--- src/rtl/entropy_seed_ctrl.sv ---
// -----------------------------------------------------------------------------
// entropy_seed_ctrl
//
// Collects bytes from an entropy source behind a start-up self test. It then
// packs pairs of clean bytes into a 16-bit seed word and offers that word
// through a wipe-on-read CSR. Repeated health-test failures lock the block
// into a sticky DEAD state, which only rst can clear.
//
// Parameters
//   BIST_BYTES    consecutive clean bytes needed to leave BIST (1..255)
//   MAX_FAIL      consecutive errored bytes that force DEAD (1..15)
//
// Ports
//   clk           single clock, rising edge
//   rst           synchronous active-high reset
//   ent_enable_o  enable to the entropy source (low only in DEAD)
//   ent_data_i    byte from the entropy source
//   ent_valid_i   one-cycle strobe, one byte per high cycle
//   ent_error_i   health flags [0] repetition, [1] adaptive proportion
//   seed_rd_i     one-cycle read strobe from the seed CSR
//   seed_o        {OPST[1:0], 14'b0, entropy[15:0]}, registered
//   dead_o        high while in DEAD
// -----------------------------------------------------------------------------
module entropy_seed_ctrl #(
   parameter int unsigned BIST_BYTES = 16,
   parameter int unsigned MAX_FAIL   = 3
) (
   input  logic        clk,
   input  logic        rst,
   output logic        ent_enable_o,
   input  logic [7:0]  ent_data_i,
   input  logic        ent_valid_i,
   input  logic [1:0]  ent_error_i,
   input  logic        seed_rd_i,
   output logic [31:0] seed_o,
   output logic        dead_o
);

   typedef enum logic [1:0] {
      ST_BIST = 2'b00,
      ST_WAIT = 2'b01,
      ST_ES16 = 2'b10,
      ST_DEAD = 2'b11
   } state_t;

   localparam logic [7:0] BIST_LIMIT = 8'(BIST_BYTES);
   localparam logic [3:0] FAIL_LIMIT = 4'(MAX_FAIL);

   state_t      state_q,    state_d;
   logic [7:0]  bist_cnt_q, bist_cnt_d;
   logic [3:0]  fail_cnt_q, fail_cnt_d;
   logic        phase_q,    phase_d;
   logic [15:0] hold_q,     hold_d;
   logic [31:0] seed_q,     seed_d;

   logic byte_ok;
   logic byte_err;
   logic fail_inc;

   assign byte_ok  = ent_valid_i && (ent_error_i == 2'b00);
   assign byte_err = ent_valid_i && (ent_error_i != 2'b00);

   // Next-state and datapath.
   always_comb begin
      state_d    = state_q;
      bist_cnt_d = bist_cnt_q;
      fail_cnt_d = fail_cnt_q;
      phase_d    = phase_q;
      hold_d     = hold_q;
      fail_inc   = 1'b0;

      unique case (state_q)
         ST_BIST: begin
            if (byte_ok) begin
               fail_cnt_d = 4'd0;
               if (bist_cnt_q != BIST_LIMIT) begin
                  bist_cnt_d = bist_cnt_q + 8'd1;
               end
            end else if (byte_err) begin
               bist_cnt_d = 8'd0;
               fail_inc   = 1'b1;
            end
            // Exit is decided on the registered count, so WAIT appears one
            // cycle after the final clean byte has been counted.
            if (bist_cnt_q == BIST_LIMIT) begin
               state_d = ST_WAIT;
            end
         end

         ST_WAIT: begin
            if (byte_ok) begin
               fail_cnt_d = 4'd0;
               if (!phase_q) begin
                  hold_d[15:8] = ent_data_i;
                  phase_d      = 1'b1;
               end else begin
                  hold_d[7:0]  = ent_data_i;
                  phase_d      = 1'b0;
                  state_d      = ST_ES16;
               end
            end else if (byte_err) begin
               // A failed byte poisons any half-built word.
               phase_d  = 1'b0;
               hold_d   = 16'h0000;
               fail_inc = 1'b1;
            end
         end

         ST_ES16: begin
            // Incoming bytes and health flags are dropped while a word is
            // waiting to be read; a read wipes the word.
            if (seed_rd_i) begin
               state_d = ST_WAIT;
               hold_d  = 16'h0000;
               phase_d = 1'b0;
            end
         end

         ST_DEAD: begin
            hold_d  = 16'h0000;
            phase_d = 1'b0;
         end

         default: begin
            state_d = ST_DEAD;
         end
      endcase

      // Saturating failure counter; reaching the limit locks the block.
      if (fail_inc) begin
         if (fail_cnt_q >= FAIL_LIMIT - 4'd1) begin
            fail_cnt_d = FAIL_LIMIT;
            state_d    = ST_DEAD;
            hold_d     = 16'h0000;
            phase_d    = 1'b0;
         end else begin
            fail_cnt_d = fail_cnt_q + 4'd1;
         end
      end

      // The CSR image is built from next-state values and registered, so
      // seed_o has no combinational path from any input.
      seed_d = {state_d, 14'b0, (state_d == ST_ES16) ? hold_d : 16'h0000};
   end

   always_ff @(posedge clk) begin
      if (rst) begin
         state_q    <= ST_BIST;
         bist_cnt_q <= 8'd0;
         fail_cnt_q <= 4'd0;
         phase_q    <= 1'b0;
         hold_q     <= 16'h0000;
         seed_q     <= 32'h0000_0000;
      end else begin
         state_q    <= state_d;
         bist_cnt_q <= bist_cnt_d;
         fail_cnt_q <= fail_cnt_d;
         phase_q    <= phase_d;
         hold_q     <= hold_d;
         seed_q     <= seed_d;
      end
   end

   assign seed_o       = seed_q;
   assign dead_o       = (state_q == ST_DEAD);
   assign ent_enable_o = (state_q != ST_DEAD);

endmodule

--- config.mk ---
export PLATFORM = sky130hd
export DESIGN_NAME = entropy_seed_ctrl
export DESIGN_NICKNAME = d
export VERILOG_FILES = /design/src/rtl/entropy_seed_ctrl.sv
export SDC_FILE = /design/constraint.sdc
export NUM_CORES = 1
export LEC_CHECK = 0
export ABC_AREA = 1
export BUFFER_PORTS_ARGS = -buffer_cell sky130_fd_sc_hd__buf_4
export CAP_MARGIN = 20
export CELL_PAD_IN_SITES_DETAIL_PLACEMENT = 0
export CELL_PAD_IN_SITES_GLOBAL_PLACEMENT = 1
export CORE_AREA = 10 10 91 93
export CTS_BUF_LIST = sky130_fd_sc_hd__clkbuf_16
export DETAILED_ROUTE_END_ITERATION = 10
export DIE_AREA = 0 0 101 103
export PLACE_DENSITY = 0.8
export RECOVER_POWER = 100
export SLEW_MARGIN = 20
export SYNTH_ARGS = -nofsm -noshare
export SYNTH_HDL_FRONTEND = slang
export SYNTH_SLANG_ARGS = --single-unit
--- constraint.sdc ---
create_clock -name clk -period 2.2 [get_ports clk]
set_input_delay 0.33 -clock clk [delete_from_list [all_inputs] [get_ports clk]]
set_output_delay 0.33 -clock clk [all_outputs]
set_load 0.03 [all_outputs]
==> results of run 1 <==
synthesized netlist by cell type (2+ instances only):
| cell type | n | area (sq um) |
|---|---|---|
| nand2_1 | 122 | 458 |
| inv_1 | 49 | 184 |
| dfxtp_1 | 47 | 941 |
| o21ai_0 | 35 | 175 |
| a21oi_1 | 29 | 145 |
| nand3_1 | 27 | 135 |
| nor2_1 | 26 | 97.6 |
| buf_4 | 17 | 128 |
| buf_2 | 4 | 20.0 |
| clkbuf_1 | 4 | 15.0 |
| ha_1 | 4 | 50.1 |
| nor2_2 | 3 | 18.8 |
| o21ai_1 | 3 | 15.0 |
| inv_2 | 2 | 7.51 |
| nand2_2 | 2 | 12.5 |
| nand4_1 | 2 | 12.5 |
| nor2_4 | 2 | 22.5 |
sequential cells by signal, indices dropped and copies added, names as in the netlist:
name and flops:
bist_cnt_q 8, fail_cnt_q 4, hold_q 16, phase_q 1
seed_o 18
layout make-up:
cell class / count / area, sq um
multi-input cells: 276 / 1260
flip-flops and latches: 47 / 941
fillers: 709 / 3700
clock inverters: 3 / 43.8
repair buffers: 37 / 203
inverters: 51 / 191
well taps: 80 / 100
clock buffers: 5 / 125
worst max-delay path: stages, from the launching register on:
cell	delay [ps]
dfxtp_1	610
nand2_1	130
inv_1	100
clkbuf_1	320
cells by family (layout without fill, tap and decap cells):
logic type	after synthesis	after routing
flops	47	47
simple gates	188	188
buf+inv	79	96
fa+ha+maj	4	4
other cells	1	14
compound gates	70	70
cells in the final DEF (no fill, tap or decap), types with 2 or more instances in the layout:
master,instances
a21oi_1,29
buf_4,17
clkbuf_1,20
clkbuf_16,5
conb_1,14
dfxtp_1,47
ha_1,4
inv_1,49
inv_2,2
nand2_1,124
nand3_1,27
nand4_1,2
nor2_1,27
nor2_2,3
o21ai_0,35
o21ai_1,3
final timing paths:
check	slack, ps	cells after the start	to	from
max	420	3	dead_o	seed_o[31]$_SDFF_PP0_
min	340	2	fail_cnt_q[0]$_SDFFE_PP0P_	rst
max reg2reg	460	7	hold_q[1]$_SDFF_PP0_	fail_cnt_q[0]$_SDFFE_PP0P_
min reg2reg	450	2	fail_cnt_q[3]$_SDFFE_PP0P_	fail_cnt_q[3]$_SDFFE_PP0P_
routing by layer:
metal,wire length [um],vias up
met5,0,-
met4,103,0
met3,288,9
met2,2760,47
met1,3040,1008
li1,-,1244
report_power, final:
part	switching, mW	internal, mW
combinational	0.172	0.0654
clock	0.343	0.537
sequential	0.0174	0.865
through the flow:
step | worst slack (ps) | std cells | util (%)
2_1_floorplan | 584 | 402 | -
3_3_place_gp | 507 | 491 | 42.4
3_5_place_dp | 494 | 491 | 42.4
4_1_cts | 472 | 499 | 45.0
5_1_grt | 274 | 499 | 43.6
6_report | 420 | 499 | 43.6
==> flow_summary.toml, run 1 <==
[finish]
syn2layout_area_growth_pct = 12.8
layout-drive-gt1-share_pct = 8.59
layout.nets = 436
diodes = 0
fin_area_sq_um = 2870

[cts]
cts_root_buf = "clkbuf_16"
clock-sinks = 47
clockBufferDepth = 2
cts_tree = "done"
clk_pin_slew_ps = 70
cts-htree-levels = 2
cts_resized = 0
cts_buffers = 5
worstSkewPairLatency_ps = 290
cts_post_setup_buffers_inserted = 0
cts_hold_buf = 0

[pwr]
finalPower_mw = 2.00
ir_drop_mv = 0.338
powerDensity_nw_per_um2 = 698
leakagePower_nw = 1.36

[run]
drv_cap = 0

[grt]
grtUsageMet3_pct = 3.15
antenna_found_initial = 0
use_met1_pct = 15.0
grt_pass1_wl_mm = 10.1
met2_usage_pct = 19.0
top_usage_layer = "met2"
grt_pass1_vias = 2158
grt_max_degree = 21
grt_overflow = 0
grt_usage_pct = 11.9

[placement]
hpwl_mm = 4.23
gp_congestion = 0.855
place_area_sq_um = 2780
portBuffers = 33

[outcome]
status = "completed"

[routing]
dr.pass1.iters = 4
vias = 2308
vias_per_cell = 4.63
ant_nets = 0
drt-initial-drc-count = 123
avgRoutedWirePerCell_um = 12.4
drc_errors = 0
wl_mm = 6.19

[worst_setup_path]
worst-path-max-fanout = 9
end_kind = "output pin"
worstSetupPathType = "reg2out"
crit_arrival_ps = 1450
required_ps = 1870
critPathLaunchType = "flip-flop"

[timing]
skew_ps = 3.86
grt_setup_unrepaired = "false"
slew_headroom_pct = 55.6
fmax_mhz = 562
setup_violations = 0
worstMarginPinSlew_ps = 664
fin_crit_sh_pct = 80.9
hold_slack_ps = 336
finalHoldViolCount = 0
fin_crit_ps = 1780
slew_viol_final = 0
fin_setup_tns_ps = 0

[synthesis]
synth_top_flop_cell = "dfxtp_1"
synth.area.mux_share_pct = 0
synth_seq_cells = 47
synth-edff-count = 0
synth_fa_ha_area_share_pct = 1.97
syn_inst = 389
synth_xor_area_share_pct = 0
avgSynthCellArea_sq_um = 6.53
synth_top_family_by_area = "simple AND/OR/NAND/NOR gates"
yosysWarnings = 0
syn_area_sq_um = 2540
ys_seq_area_share_pct = 37.0
synth_compound_area_share_pct = 14.4
yosysUniqueCellTypes = 28
synth-simple-area-share_pct = 31.7
async_flop_share_pct = 0

[hold_path]
hold_path.class = "in2reg"

[die]
die-area_sq_um = 10400
initial_utilization_pct = 38.7
placementRows = 30
core_area_sq_um = 6570
die_w_um = 101
io_pins = 48
die_h_um = 103
Power figures use the tool's default switching activity.
==> run 2, diff against run 1 <==
--- a/config.mk
+++ b/config.mk
@@ -5,16 +5,16 @@
 export SDC_FILE = /design/constraint.sdc
 export NUM_CORES = 1
 export LEC_CHECK = 0
-export ABC_AREA = 1
+export ABC_AREA = 0
 export BUFFER_PORTS_ARGS = -buffer_cell sky130_fd_sc_hd__buf_4
 export CAP_MARGIN = 20
 export CELL_PAD_IN_SITES_DETAIL_PLACEMENT = 0
 export CELL_PAD_IN_SITES_GLOBAL_PLACEMENT = 1
-export CORE_AREA = 10 10 91 93
+export CORE_AREA = 10 10 85 87
 export CTS_BUF_LIST = sky130_fd_sc_hd__clkbuf_16
 export DETAILED_ROUTE_END_ITERATION = 10
-export DIE_AREA = 0 0 101 103
-export PLACE_DENSITY = 0.8
+export DIE_AREA = 0 0 95 97
+export PLACE_DENSITY = 0.73
 export RECOVER_POWER = 100
 export SLEW_MARGIN = 20
 export SYNTH_ARGS = -nofsm -noshare
==> constraint.sdc (replaced) <==
create_clock -name clk -period 1.5 [get_ports clk]
set_input_delay 0.225 -clock clk [delete_from_list [all_inputs] [get_ports clk]]
set_output_delay 0.225 -clock clk [all_outputs]
set_load 0.03 [all_outputs]
==> flow_summary.toml, run 2 <==
[synthesis]
ys_seq_area_share_pct = 47.9
synth_top_area_cell = "dfxtp_1"
synthTopCellsByArea = "dfxtp_1 48%, nor2_1 8.8%, a22oi_1 6.1%"
synth_seq_cells = 47
avgSynthCellArea_sq_um = 9.83
synth_compound_area_share_pct = 15.8
synth.most_common_cell = "dfxtp_1"
synth_fa_ha_area_share_pct = 2.55
syn_inst = 200
syn_area_sq_um = 1970
yosysUniqueCellTypes = 48
synth_xor_area_share_pct = 2.67
synth-simple-area-share_pct = 21.2
synth_top_family_by_area = "simple AND/OR/NAND/NOR gates"
async_flop_share_pct = 0
synth.area.mux_share_pct = 0
yosysWarnings = 0
synth-edff-count = 0
synth_top_flop_cell = "dfxtp_1"
synth_top_area_share_pct = 47.9
synth_common_cells = "47 x dfxtp_1, 46 x nor2_1, 16 x a22oi_1"

[placement]
hpwl_mm = 3.23
placed_cells = 323
portBuffers = 33
place_area_sq_um = 2440
gp_congestion = 0.754

[finish]
final_common_cell = "nor2_1"
largest_reg_flops = 18
layout.nets = 278
layout-drive-gt1-share_pct = 32.2
layout_common_cells = "46 x nor2_1, 44 x buf_4, 43 x dfxtp_1, 16 x clkbuf_1, 15 x a22oi_1"
diodes = 0
fin_area_sq_um = 2580
fin_cells = 333
syn2layout_area_growth_pct = 31.3

[timing]
fin_crit_sh_pct = 101
setup_violations = 13
fmax_mhz = 660
grt_setup_unrepaired = "true"
finalWorstSetupSlack_ps = -15.2
finalHoldViolCount = 0
slew_viol_final = 0
skew_ps = 5.00
fin_setup_tns_ps = -78.2
fin_crit_ps = 1520

[worst_setup_path]
worstSetupPathType = "reg2reg"
path_delay_family = "compound AO/OA/AOI/OAI gates"
critPathBufInv = 2
r2r_cells = 7
worst-path-max-fanout = 16
required_ps = 1670
cpMaxStageDelayCell = "dfxtp_2"
end_kind = "flip-flop"
path_cells = "inv_2, ha_4, nor4b_4, a31oi_2, o2111ai_4, buf_12, nor2_1"
crit_arrival_ps = 1690
critPathLaunchType = "flip-flop"
cp_num_cells = 7
slowest_delay_ps = 320

[routing]
avgRoutedWirePerCell_um = 13.3
dr.pass1.iters = 4
wl_mm = 4.42
ant_nets = 0
drt-initial-drc-count = 69
vias_per_cell = 4.65
vias = 1548
drc_errors = 0

[cts]
clk_pin_slew_ps = 60
clock-sinks = 47
worstSkewPairLatency_ps = 290
cts_hold_buf = 0
cts-htree-levels = 2
cts_tree = "done"
clockBufferDepth = 2
cts_root_buf = "clkbuf_16"
cts_buffers = 5

[grt]
grt_overflow = 0
grt_pass1_wl_mm = 7.04
grt_pass1_vias = 1484
grt_usage_pct = 9.41
antenna_found_initial = 0
grt_max_degree = 18

[die]
core_area_sq_um = 5470
die-area_sq_um = 9220
die_h_um = 97
io_pins = 48
die_w_um = 95
initial_utilization_pct = 35.9
placementRows = 27

[hold_path]
hold_path_depth = 2
hold_path.class = "in2reg"

[pwr]
ir_drop_mv = 0.459
leakagePower_nw = 1.01
powerDensity_nw_per_um2 = 1030
finalPower_mw = 2.66

[run]
drv_cap = 0

[outcome]
failed_checks = "setup timing"
status = "complete, but fails checks"
-- run 2: cell families (layout without fill, tap and decap cells) --
group | count (synthesis) | after routing
simple gates | 76 | 76
compound gates | 38 | 38
other cells | 1 | 14
fa+ha+maj | 4 | 4
flops | 47 | 47
buf+inv | 28 | 76
xor+xnor | 6 | 6
-- run 2: timing repair --
action,4_1_cts,5_1_grt
buffers inserted,1,1
resized for setup,1,9
endpoints found under the hold margin,0,0
endpoints found under the setup margin,17,26
pin swaps,2,5
-- run 2: stage by stage --
stage / hold slack, ps / setup slack [ps] / util, %
after floorplan: 391 / 3.27 / -
after global placement: 453 / -9.50 / 44.5
after detailed placement: 468 / -26.9 / 44.5
after CTS: 169 / -14.2 / 47.4
after global routing: 176 / -112 / 47.1
final: 176 / -15.2 / 47.1
-- run 2: worst paths after layout --
kind | to | start | slack (ps)
hold reg to reg | seed_o[0]$_SDFF_PP0_ | hold_q[0]$_SDFF_PP0_ | 490
setup reg to reg | seed_o[2]$_SDFF_PP0_ | bist_cnt_q[0]$_SDFFE_PP0P_ | -20
setup / recovery | seed_o[2]$_SDFF_PP0_ | bist_cnt_q[0]$_SDFFE_PP0P_ | -20
hold / removal | bist_cnt_q[1]$_SDFFE_PP0P_ | rst | 180
-- run 2: routing by layer --
layer	part of all wire, %	vias up	track usage [%]
li1	-	790	-
met5	0	-	0
met3	5.8	8	2.93
met4	2.0	0	4.46
met2	46	33	14.6
met1	47	717	11.4
-- run 2: where the power goes --
part | internal [mW] | leakage (nW) | switching [mW] | total [mW]
clock network | 0.614 | 0.0674 | 0.469 | 1.08
registers | 1.26 | 0.381 | 0.0116 | 1.27
logic | 0.122 | 0.560 | 0.181 | 0.303
-- run 2: area by class of cell --
class	count	area, sq um
Clock buffer	5	125
Clock inverter	3	20.0
Fill cell	547	2890
Inverter	7	26.3
Multi-Input combinational cell	138	960
Sequential cell	47	948
Tap cell	72	90.1
Timing Repair Buffer	61	410
